<file path="config.mk">
export PLATFORM = sky130hd
export DESIGN_NAME = bidir_bus_ctrl_flat
export DESIGN_NICKNAME = d
export VERILOG_FILES = /design/src/rtl/bidir_bus_ctrl_if.sv /design/src/rtl/bidir_bus_ctrl.sv /design/src/flat_wrapper.sv
export SDC_FILE = /design/constraint.sdc
export NUM_CORES = 1
export LEC_CHECK = 0
export ABC_AREA = 1
export BUFFER_PORTS_ARGS = -buffer_cell sky130_fd_sc_hd__buf_2
export CAP_MARGIN = 10
export CORE_AREA = 4 4 60 89
export CTS_BUF_LIST = sky130_fd_sc_hd__clkbuf_8 sky130_fd_sc_hd__clkbuf_16
export DETAILED_ROUTE_END_ITERATION = 10
export DIE_AREA = 0 0 64 93
export MAX_ROUTING_LAYER = met4
export PLACE_DENSITY_LB_ADDON = 0.2
export REMOVE_ABC_BUFFERS = 1
export SLEW_MARGIN = 40
export SYNTH_ARGS = -nofsm -noshare
export SYNTH_HDL_FRONTEND = slang
export SYNTH_SLANG_ARGS = --single-unit
</file>
<file path="constraint.sdc">
create_clock -name clk -period 1.39 [get_ports clk]
set_input_delay 0.278 -clock clk [delete_from_list [all_inputs] [get_ports clk]]
set_output_delay 0.278 -clock clk [all_outputs]
set_load 0.01 [all_outputs]
</file>
<file path="src/rtl/bidir_bus_ctrl_if.sv">
// Request/response and pad-side signal bundle for bidir_bus_ctrl.
//   req_valid/req_ready/req_wr/req_wdata : request handshake from the client
//   rsp_valid/rsp_rdata                  : read response (no backpressure)
//   pad_o/pad_t/pad_strb/pad_i           : IOB data out, drive enable, strobe, registered data in
// slave modport is the controller's view; master modport is the client/pad view.
interface bidir_bus_ctrl_if #(
  parameter int unsigned DW = 8
);
  logic          req_valid;
  logic          req_ready;
  logic          req_wr;
  logic [DW-1:0] req_wdata;
  logic          rsp_valid;
  logic [DW-1:0] rsp_rdata;
  logic [DW-1:0] pad_o;
  logic          pad_t;
  logic [DW-1:0] pad_i;
  logic          pad_strb;

  modport slave (
    input  req_valid, req_wr, req_wdata, pad_i,
    output req_ready, rsp_valid, rsp_rdata, pad_o, pad_t, pad_strb
  );

  modport master (
    output req_valid, req_wr, req_wdata, pad_i,
    input  req_ready, rsp_valid, rsp_rdata, pad_o, pad_t, pad_strb
  );
endinterface

</file>
<file path="src/rtl/bidir_bus_ctrl.sv">
// Bidirectional pad bus controller: accepts single read/write requests,
// inserts turnaround cycles on direction change, strobes the bus once per
// transfer and captures read data RD_LAT edges after the read strobe.
// Ports:
//   clk   : sole clock, rising edge
//   rst_n : asynchronous active-low reset
//   bus   : bidir_bus_ctrl_if.slave (request, response and pad signals)
module bidir_bus_ctrl #(
  parameter int unsigned DW     = 8,
  parameter int unsigned TURN   = 2,
  parameter int unsigned RD_LAT = 3
) (
  input  logic            clk,
  input  logic            rst_n,
  bidir_bus_ctrl_if.slave bus
);

  localparam int unsigned CW = 4;

  localparam logic [2:0] S_IDLE    = 3'd0;
  localparam logic [2:0] S_TA      = 3'd1;
  localparam logic [2:0] S_WR      = 3'd2;
  localparam logic [2:0] S_RD_STB  = 3'd3;
  localparam logic [2:0] S_RD_WAIT = 3'd4;

  localparam logic DIR_RD = 1'b0;
  localparam logic DIR_WR = 1'b1;

  // Terminal counts; TA_LAST is unused when TURN=0 since TA is then unreachable.
  localparam logic [CW-1:0] TA_LAST = CW'(TURN - 1);
  localparam logic [CW-1:0] RD_LAST = CW'(RD_LAT - 1);

  logic [2:0]    state_q, state_d;
  logic [CW-1:0] cnt_q, cnt_d;
  logic          dir_q, dir_d;
  logic [DW-1:0] wdata_q, wdata_d;
  logic          ready_q, ready_d;
  logic [DW-1:0] pad_o_q, pad_o_d;
  logic          pad_t_q, pad_t_d;
  logic          pad_strb_q, pad_strb_d;
  logic          rsp_valid_q, rsp_valid_d;
  logic [DW-1:0] rsp_rdata_q, rsp_rdata_d;

  // State and registered outputs.
  always_ff @(posedge clk or negedge rst_n) begin
    if (!rst_n) begin
      state_q     <= S_IDLE;
      cnt_q       <= '0;
      dir_q       <= DIR_RD;
      wdata_q     <= '0;
      ready_q     <= 1'b1;
      pad_o_q     <= '0;
      pad_t_q     <= 1'b0;
      pad_strb_q  <= 1'b0;
      rsp_valid_q <= 1'b0;
      rsp_rdata_q <= '0;
    end else begin
      state_q     <= state_d;
      cnt_q       <= cnt_d;
      dir_q       <= dir_d;
      wdata_q     <= wdata_d;
      ready_q     <= ready_d;
      pad_o_q     <= pad_o_d;
      pad_t_q     <= pad_t_d;
      pad_strb_q  <= pad_strb_d;
      rsp_valid_q <= rsp_valid_d;
      rsp_rdata_q <= rsp_rdata_d;
    end
  end

  // Next-state and next-output logic; pad outputs are decoded from state_d so
  // they appear as flop outputs aligned with the state they belong to.
  always_comb begin
    state_d     = state_q;
    cnt_d       = cnt_q;
    dir_d       = dir_q;
    wdata_d     = wdata_q;
    pad_o_d     = pad_o_q;
    pad_t_d     = pad_t_q;
    pad_strb_d  = 1'b0;
    rsp_valid_d = 1'b0;
    rsp_rdata_d = rsp_rdata_q;

    case (state_q)
      S_IDLE: begin
        if (bus.req_valid) begin
          wdata_d = bus.req_wdata;
          dir_d   = bus.req_wr;
          cnt_d   = '0;
          // A read releases the bus right away; a write keeps whatever is driven.
          if (bus.req_wr == DIR_RD) pad_t_d = 1'b0;
          if ((bus.req_wr != dir_q) && (TURN != 0)) state_d = S_TA;
          else if (bus.req_wr == DIR_WR)            state_d = S_WR;
          else                                      state_d = S_RD_STB;
        end
      end
      S_TA: begin
        if (cnt_q == TA_LAST) begin
          cnt_d   = '0;
          state_d = (dir_q == DIR_WR) ? S_WR : S_RD_STB;
        end else begin
          cnt_d = cnt_q + CW'(1);
        end
      end
      S_WR: begin
        state_d = S_IDLE;
      end
      S_RD_STB: begin
        if (RD_LAT == 1) begin
          rsp_rdata_d = bus.pad_i;
          rsp_valid_d = 1'b1;
          state_d     = S_IDLE;
        end else begin
          // Counter tracks edges elapsed since RD_STB entry.
          cnt_d   = CW'(1);
          state_d = S_RD_WAIT;
        end
      end
      S_RD_WAIT: begin
        if (cnt_q == RD_LAST) begin
          rsp_rdata_d = bus.pad_i;
          rsp_valid_d = 1'b1;
          cnt_d       = '0;
          state_d     = S_IDLE;
        end else begin
          cnt_d = cnt_q + CW'(1);
        end
      end
      default: begin
        state_d = S_IDLE;
        cnt_d   = '0;
      end
    endcase

    if (state_d == S_WR) begin
      pad_strb_d = 1'b1;
      pad_t_d    = 1'b1;
      pad_o_d    = wdata_d;
    end
    if (state_d == S_RD_STB) pad_strb_d = 1'b1;
  end

  assign ready_d = (state_d == S_IDLE);

  assign bus.req_ready = ready_q;
  assign bus.pad_o     = pad_o_q;
  assign bus.pad_t     = pad_t_q;
  assign bus.pad_strb  = pad_strb_q;
  assign bus.rsp_valid = rsp_valid_q;
  assign bus.rsp_rdata = rsp_rdata_q;

endmodule

</file>
<file path="src/flat_wrapper.sv">
// flat-port wrapper written by rule: the top's interface ports become plain ports
module bidir_bus_ctrl_flat 
#(
  parameter int unsigned DW     = 8,
  parameter int unsigned TURN   = 2,
  parameter int unsigned RD_LAT = 3
)
  (clk, rst_n, bus_req_valid, bus_req_wr, bus_req_wdata, bus_pad_i, bus_req_ready, bus_rsp_valid, bus_rsp_rdata, bus_pad_o, bus_pad_t, bus_pad_strb);
  bidir_bus_ctrl_if #(.DW(DW)) bus_i ();
  input  logic clk;
  input  logic rst_n;
  input wire logic [$bits(bus_i.req_valid)-1:0] bus_req_valid;
  input wire logic [$bits(bus_i.req_wr)-1:0] bus_req_wr;
  input wire logic [$bits(bus_i.req_wdata)-1:0] bus_req_wdata;
  input wire logic [$bits(bus_i.pad_i)-1:0] bus_pad_i;
  output wire logic [$bits(bus_i.req_ready)-1:0] bus_req_ready;
  output wire logic [$bits(bus_i.rsp_valid)-1:0] bus_rsp_valid;
  output wire logic [$bits(bus_i.rsp_rdata)-1:0] bus_rsp_rdata;
  output wire logic [$bits(bus_i.pad_o)-1:0] bus_pad_o;
  output wire logic [$bits(bus_i.pad_t)-1:0] bus_pad_t;
  output wire logic [$bits(bus_i.pad_strb)-1:0] bus_pad_strb;
  assign bus_i.req_valid = bus_req_valid;
  assign bus_i.req_wr = bus_req_wr;
  assign bus_i.req_wdata = bus_req_wdata;
  assign bus_i.pad_i = bus_pad_i;
  assign bus_req_ready = bus_i.req_ready;
  assign bus_rsp_valid = bus_i.rsp_valid;
  assign bus_rsp_rdata = bus_i.rsp_rdata;
  assign bus_pad_o = bus_i.pad_o;
  assign bus_pad_t = bus_i.pad_t;
  assign bus_pad_strb = bus_i.pad_strb;
  bidir_bus_ctrl #(.DW(DW), .TURN(TURN), .RD_LAT(RD_LAT)) u_core (.clk(clk), .rst_n(rst_n), .bus(bus_i));
endmodule
</file>
After elaboration in Yosys (flattened, before gate mapping):

Cells that the tools add are included.
W data, S select, Z words.

* $add $sub $neg: 1
* equal/unequal tests: 11
* mux-type cells: 21
* bitwise operators: 1
* reductions and logical operators: 8

Operators by type and width (count)
* $pmux W4 S5: 1
* $mux W8: 2
* $eq A3 B2 Y1 const B: 4
* $mux W3: 4
* $mux W4: 3
* $pmux W3 S4: 1
* $mux W1: 10
* $logic_not A3 Y1: 2
* $reduce_and A2 Y1: 3
* $add A4 B1 Y4 const B: 1
* $eq A4 B1 Y1 const B: 1
* $eq A4 B2 Y1 const B: 1
* $reduce_bool A2 Y1: 2
* $eq A3 B1 Y1 const B: 1
* $eq A3 B3 Y1 const B: 1
* $reduce_and A3 Y1: 1
* $ne A2 B1 Y1 const B: 1
* $ne A2 B2 Y1 const B: 1
* $ne A1 B1 Y1: 1
* $not A1 Y1: 1

* register bits after elaboration: 36
* input bits: 20
* output and inout bits: 20
* word-level logic and storage cells: 52

Logic depth before layout (Yosys ltp):

Gate-level depths: netlist (run 1).

* word-level depth: 7
* mapped depth: 8
* depth with buffers taken out: 8

Worst setup path before layout (run 1):

OpenSTA, ideal clock, no wires.

* path kind: register to register
* from: register u_core.dir_q
* to: register u_core.pad_o_q[0] (netlist: u_core.bus.pad_o[0])
* library setup time: 120 ps
* arrival time: 1247 ps
* data required time: 1270 ps
* path slack: 23 ps
* cell stages (with the launch flop): 9
* path buffers: 1
* period minus slack after synthesis: 1367 ps
* cells stage by stage: dfrtp_1 ha_1 nand2_1 o21ai_0 nor2_2 nor2_4 buf_6 o21ai_1 nand2_1

* longest elaborated chain between the ends: 5
* elaborated cells between the ends (all ways): 7
* classes of those cells: 2 x eq/ne; 5 x mux

RTL lines
* from (decl): line bidir_bus_ctrl.sv:35 `logic dir_q, dir_d;`
* from (signal assigned): line bidir_bus_ctrl.sv:60 `dir_q <= dir_d;`
* $ne A1 B1 Y1: line bidir_bus_ctrl.sv:92 `if ((bus.req_wr != dir_q) && (TURN != 0)) state_d = S_TA;`
* $mux W3: line bidir_bus_ctrl.sv:92
* $mux W3: line bidir_bus_ctrl.sv:86 `if (bus.req_valid) begin`
* $pmux W3 S4 (*): line bidir_bus_ctrl.sv:84 `case (state_q)`
* $eq A3 B2 Y1 (*): line bidir_bus_ctrl.sv:135 `if (state_d == S_WR) begin`
* to (signal assigned): line bidir_bus_ctrl.sv:63 `pad_o_q <= pad_o_d;`
* to (decl): line bidir_bus_ctrl.sv:38 `logic [DW-1:0] pad_o_q, pad_o_d;`

Every way passes the cells marked *; elsewhere a longest branch is shown, timed or not.
A chain may end at the register's enable or synchronous reset.

Final worst setup path (run 1):

* from: register u_core.state_q[0]
* to: register u_core.cnt_q[2]

* longest elaborated chain between the ends: 3
* elaborated cells between the ends (all ways): 9
* classes of those cells: 5 x eq/ne; 1 x mux; 1 x bitwise; 2 x reduce/logical

RTL lines
* from (decl): line bidir_bus_ctrl.sv:33 `logic [2:0] state_q, state_d;`
* from (signal assigned): line bidir_bus_ctrl.sv:58 `state_q <= state_d;`
* $logic_not A3 Y1 or $eq A3 B2 Y1 (tied branches): line bidir_bus_ctrl.sv:84
* $ne A2 B2 Y1 (no line) or $not A1 Y1 (tied branches)
* $reduce_and A2 Y1 (no line)
* to (signal assigned): line bidir_bus_ctrl.sv:59 `cnt_q <= cnt_d;`
* to (decl): line bidir_bus_ctrl.sv:34 `logic [CW-1:0] cnt_q, cnt_d;`

Parallel ways exist; a longest one is shown, timed or not.

==> qor.csv, run 1 <==
metric,value,unit
layout-drive-gt1-share,42.92,%
arrival,1.54,ns
grt_pass1_vias,1319,
rsz0062_at_grt,true,
area_growth,35.64,%
critPathCaptureType,flop,
grt_usage,12.87,%
die_h,93,um
finClkSkew,0.005615,ns
netlist_area,1555,sq um
worst_pin_slew,0.6186,ns
ys_async_sr_fraction,100.0,%
cts_buffer_depth,2,
seqCellArea,904.6,sq um
grt-ovfl-total,0,
io_buffers,39,
grt_busiest_layer,met2,
drtIter0Drc,37,
finalHoldViolCount,0,
finalMaxSlewViolations,0,
routed_wirelength,3.459,mm
grt_max_degree,24,
max_freq,717.9,MHz
synth_warnings,0,
violations,negative setup slack,
synth_largest_area_cell,dfrtp_1,
synthTopCellsByArea,"dfrtp_1 56%, nand2_1 16%, o21ai_0 4.8%",
holdWs,0.1847,ns
ys_ff_latch,36,
avgSynthCellArea,8.990,sq um
path_class,flop to flop,
worst_ep_required_time,1.54,ns
wire_per_inst,11.65,um
cts_tree,built,
clk_latency,0.29,ns
nFillCells,480,
hp-class,input pin to flop,
core_area,4542,sq um
path_clk_slew,0.07,ns
fin_util,46.45,%
powerDensity,2354,nW/um^2
synthCells,173,
cpMaxStageDelayCell,dfrtp_2,
synth_edf_count,0,
yosys.area.top_type_share,56.32,%
met2_usage,20.88,%
vdd_drop_max,1.246,mV
multi_input_comb_area,654.4,sq um
grt_pass1_wl,5.837,mm
routabilityCongestion,0.7952,
vias,1297,
avgViaCountPerCell,4.367,
critical_path.max_fanout,6,
antenna_cells,0,
drc,0,
synthFlopType,dfrtp_1,
use_met1,15.00,%
path_cells,buf_4 -> nor2_1 -> o21ai_0 -> a21oi_1 -> a21oi_1,
antenna_found_initial,0,
grt_use_met3,3.365,%
place_hpwl,2.633,mm
period_share,100.2,%
worst_path_most_repeated_cell,a21oi_1,
setup_viol,2,
htree_levels,2,
drv_cap,0,
initial_utilization,34.24,%
fp.dieW,64,um
drtPass1Iterations,3,
crit_path_start_kind,flop,
final_nets,253,
synth.most_common_cell,nand2_1,
fin_ws,-0.002865,ns
cts-root-buf,clkbuf_8,
numClockSinks,36,
die_area,5952,sq um
io_pins,40,
numCtsBuffers,5,
row_count,30,
ant_nets,0,
fin_crit,1.393,ns
p_leak,1.045,nW
ys_top_cells_by_count,"65 x nand2_1, 35 x dfrtp_1, 15 x o21ai_0, 8 x inv_1, 8 x o21ai_1",
status,finished with violations,
synth.distinct_cells,22,
slew_headroom,58.33,%
cp_slowest_stage_delay,0.45,ns
yosysSeqAreaShare,58.00,%
[routing by layer]
layer / share of wire, % / vias to the layer above
met4: 1.8 / 0
met2: 53 / 26
met3: 4.6 / 7
met1: 40 / 592
met5: 0 / -
li1: - / 672
[cells by family (layout without fill, tap and decap cells)]
logic type,count (synthesis),in the layout,synth area share (%)
AND/OR/NAND/NOR,92,92,26.55
flip-flops,36,36,58.01
AO/OA/AOI/OAI,29,29,9.815
buffers and inverters,15,75,4.827
adder cells (fa/ha/maj),1,1,0.8044
[power breakdown]
group          total [mW]  switching, mW  leakage (nW)  internal, mW
Combinational        2.44           1.43         0.566          1.01
Sequential           1.80          0.275         0.432          1.52
Clock               0.730          0.381        0.0479         0.349
[registers in the layout, indices dropped and copies added (netlist names)]
signal and flops:
u_core.bus.pad_o 8, u_core.bus.rsp_rdata 8, u_core.wdata_q 8, u_core.cnt_q 4
u_core.state_q 3, u_core.bus.pad_strb 1, u_core.bus.pad_t 1, u_core.bus.req_ready 1
u_core.bus.rsp_valid 1, u_core.dir_q 1
[repair_timing]
action,4_1_cts,5_1_grt
resized for setup,10,14
hold buffers,1,0
hold endpoints to repair,13,0
buffers inserted,0,1
pin swaps,17,13
endpoints found under the setup margin,9,16
[layout make-up]
class	instances	area share (%)
clock buffers	5	3.262
multi-input cells	122	31.02
clock inverters	3	0.8897
repair buffers	55	16.01
flip-flops and latches	36	42.88
inverters	12	2.135
well taps	64	3.796
[final timing paths]
path | start | to | slack [ns] | cells after the start
max | u_core.state_q[0] | u_core.cnt_q[2] | -0.003 | 5
min | bus_pad_i[7] | u_core.bus.rsp_rdata[7] | 0.18 | 3
max reg2reg | u_core.state_q[0] | u_core.cnt_q[2] | -0.003 | 5
min reg2reg | u_core.wdata_q[3] | u_core.wdata_q[3] | 0.47 | 2
max in group asynchronous | rst_n | u_core.bus.req_ready | 0.45 | 3
min in group asynchronous | rst_n | u_core.bus.pad_o[5] | 0.43 | 2
[cell usage in the layout (no fill, tap or decap)]
cell type	synthesis	final
nand2_1	65	63
buf_2	0	39
dfrtp_1	35	33
o21ai_0	15	12
buf_4	1	12
o21ai_2	1	10
nand2_2	7	9
inv_1	8	8
nor2_4	2	5
clkbuf_8	0	5
inv_2	4	4
nor2_1	5	4
nor2_2	6	4
nand3_1	4	4
a21oi_1	3	3
o21ai_1	8	2
clkinv_2	0	2
buf_6	2	2
dfrtp_2	0	2
nand4_1	1	1
nand3_4	0	1
nor3_2	1	1
a31oi_1	1	1
o211ai_1	1	1
ha_4	0	1
clkinv_4	0	1
dlygate4sd3_1	0	1
buf_12	0	1
dfstp_2	1	1
[critical path, delay by kind of cell (launching register included)]
kind / cells / cell delay [ns]
AOI/OAI and AO/OA: 3 / 0.51
buffers and inverters: 1 / 0.15
and+or+nand+nor: 1 / 0.13
DFF: 1 / 0.45
[stage by stage]
stage | setup WS (ns) | TNS (ns) | cell area, sq um | power [mW] | instances
finish | -0.002865 | -0.004065 | 2110 | 4.966 | 297
global route | -0.09331 | -0.7622 | 2110 | 5.444 | 297
CTS | -0.06163 | -0.4177 | 2049 | 4.892 | 296
detailed placement | -0.1249 | -0.9435 | 1918 | 3.988 | 287
global placement | -0.1049 | -0.8154 | 1918 | 3.957 | 287
floorplan | 0.02711 | 0 | 1525 | 3.021 | 170
(Power assumes the default switching activity.)
==> run 2, diff against run 1 <==
==> constraint.sdc (replaced) <==
create_clock -name clk -period 1.3 [get_ports clk]
set_input_delay 0.26 -clock clk [delete_from_list [all_inputs] [get_ports clk]]
set_output_delay 0.26 -clock clk [all_outputs]
set_load 0.01 [all_outputs]
==> run 2 against run 1 <==
- the flow still finishes with violations (negative setup slack)
- combinational power rose by 9.0%
- die area did not move
- power rose by 8.0%
- final area rose by 1.9%
- cell count rose by 3.4%
- clock skew rose by 0.0021 ns
- clock power rose by 11%
- utilization rose by 0.88 points
- critical path depth rose by 3
- first-iteration DRC count fell by 32%
==> qor.csv, run 2 (synthesis gave the netlist of run 1 again) <==
metric,value,unit
path_class,flop to flop,
numCtsBuffers,5,
area_growth,38.21,%
die_h,93,um
powerDensity,2494,nW/um^2
slew_headroom,72.50,%
wire_per_inst,11.91,um
final_cells,307,
cpMaxStageDelayCell,dfrtp_1,
cts_buffer_depth,2,
fin_crit,1.438,ns
hp-class,input pin to flop,
antenna_cells,0,
cts-root-buf,clkbuf_8,
layout-drive-gt1-share,44.03,%
crit_path_start_kind,flop,
crit_family,flip-flops,
final_nets,263,
path_clk_slew,0.08,ns
crit_buf_inv,1,
cts_tree,built,
finalSetupTns,-1.200,ns
p_leak,1.095,nW
htree_levels,2,
die_area,5952,sq um
setup_viol,12,
io_buffers,39,
worst_ep_required_time,1.48,ns
drv_cap,0,
violations,negative setup slack,
cp.depth,8,
finClkSkew,0.007765,ns
grt_max_degree,17,
min_path_cells,3,
finalHoldViolCount,0,
drc,0,
numClockSinks,36,
final_cell_mix,"63 x nand2_1, 39 x buf_2, 34 x dfrtp_1, 22 x buf_4",
core_area,4542,sq um
ant_nets,0,
row_count,30,
period_share,110.6,%
hold_path_end,u_core.bus.rsp_rdata[1],
io_pins,40,
post-place-cells,297,
clk_latency,0.30,ns
r2r_slack,-0.14,ns
initial_utilization,34.24,%
critPathCaptureType,flop,
critical_path.max_fanout,7,
antenna_found_initial,0,
drtPass1Iterations,4,
routabilityCongestion,0.7872,
rsz0062_at_grt,true,
grt_pass1_vias,1413,
routed_wirelength,3.657,mm
max_freq,695.6,MHz
vdd_drop_max,1.229,mV
grt_pass1_wl,6.237,mm
r2r_cells,8,
grt_usage,13.93,%
place_hpwl,2.802,mm
fp.dieW,64,um
min_from,bus_pad_i[1],
r2r_end,u_core.bus.pad_o[5],
path_cells,ha_1 -> nand2_1 -> o21ai_2 -> nor2_2 -> nor2_4 -> buf_6 -> o21ai_2 -> nand2_1,
grt-ovfl-total,0,
avgViaCountPerCell,4.375,
final_common_cell,nand2_1,
arrival,1.62,ns
vias,1343,
rr_startpoint,u_core.dir_q,
drtIter0Drc,25,
cp_slowest_stage_delay,0.39,ns
status,finished with violations,
fin_ws,-0.1375,ns
worst_pin_slew,0.4126,ns
finalMaxSlewViolations,0,
==> run 2: cell types whose count changed in the layout (fill, tap and decap cells not counted), sizes merged <==
cell and change:
buf +10
==> run 2: timing repair <==
| action | CTS | global route |
|---|---|---|
| hold buffers | 1 | 0 |
| endpoints found under the setup margin | 21 | 30 |
| hold endpoints to repair | 13 | 0 |
| resized for setup | 7 | 15 |
| buffers inserted | 0 | 1 |
| pin swaps | 8 | 6 |
==> run 2: per-stage QoR <==
stage	area, sq um	hold WS, ns	utilization [%]	worst slack [ns]	total power, mW
2_1_floorplan	1525	-0.03559	-	-0.06289	3.230
3_3_place_gp	1993	0.2095	43.88	-0.1759	4.340
3_5_place_dp	1993	0.2170	43.88	-0.2165	4.400
4_1_cts	2111	0.1566	46.47	-0.1611	5.314
5_1_grt	2150	0.1581	47.33	-0.2540	5.863
6_report	2150	0.1592	47.33	-0.1375	5.361
==> run 2: how the worst max path moves through the flow <==
stage	startpoint	slack (ns)	endpoint
floorplan	u_core.state_q[0]	-0.06	u_core.bus.pad_o[0]
global placement	bus_req_wr	-0.18	u_core.bus.pad_o[6]
detailed placement	bus_req_wr	-0.22	u_core.bus.pad_o[1]
CTS	u_core.dir_q	-0.16	u_core.bus.pad_o[5]
global route	u_core.dir_q	-0.25	u_core.bus.pad_o[0]
finish	u_core.dir_q	-0.14	u_core.bus.pad_o[5]
==> run 2: cell type report <==
class	instances	area, sq um
Clock buffer	5	68.82
Timing Repair Buffer	65	412.9
Tap cell	64	80.08
Clock inverter	3	18.77
Inverter	12	45.04
Multi-Input combinational cell	122	620.6
Sequential cell	36	903.4
Fill cell	460	2392
==> run 2: where the power goes <==
part	internal, mW	leakage, nW	switching, mW
Clock	0.374	0.0479	0.434
Sequential	1.62	0.433	0.273
Combinational	1.14	0.614	1.51
==> run 2: tightest hold or removal path, stage by stage <==
cell and delay, ns:
buf_2 0.08, nand2_1 0.04, nand2_1 0.05
==> run 2: per-layer routing <==
| layer | global-route usage (%) | part of all wire (%) | vias up |
|---|---|---|---|
| li1 | - | - | 689 |
| met1 | 14.53 | 39 | 620 |
| met2 | 24.33 | 55 | 29 |
| met3 | 3.486 | 4.4 | 5 |
| met4 | 6.486 | 1.8 | 0 |
| met5 | - | 0 | - |
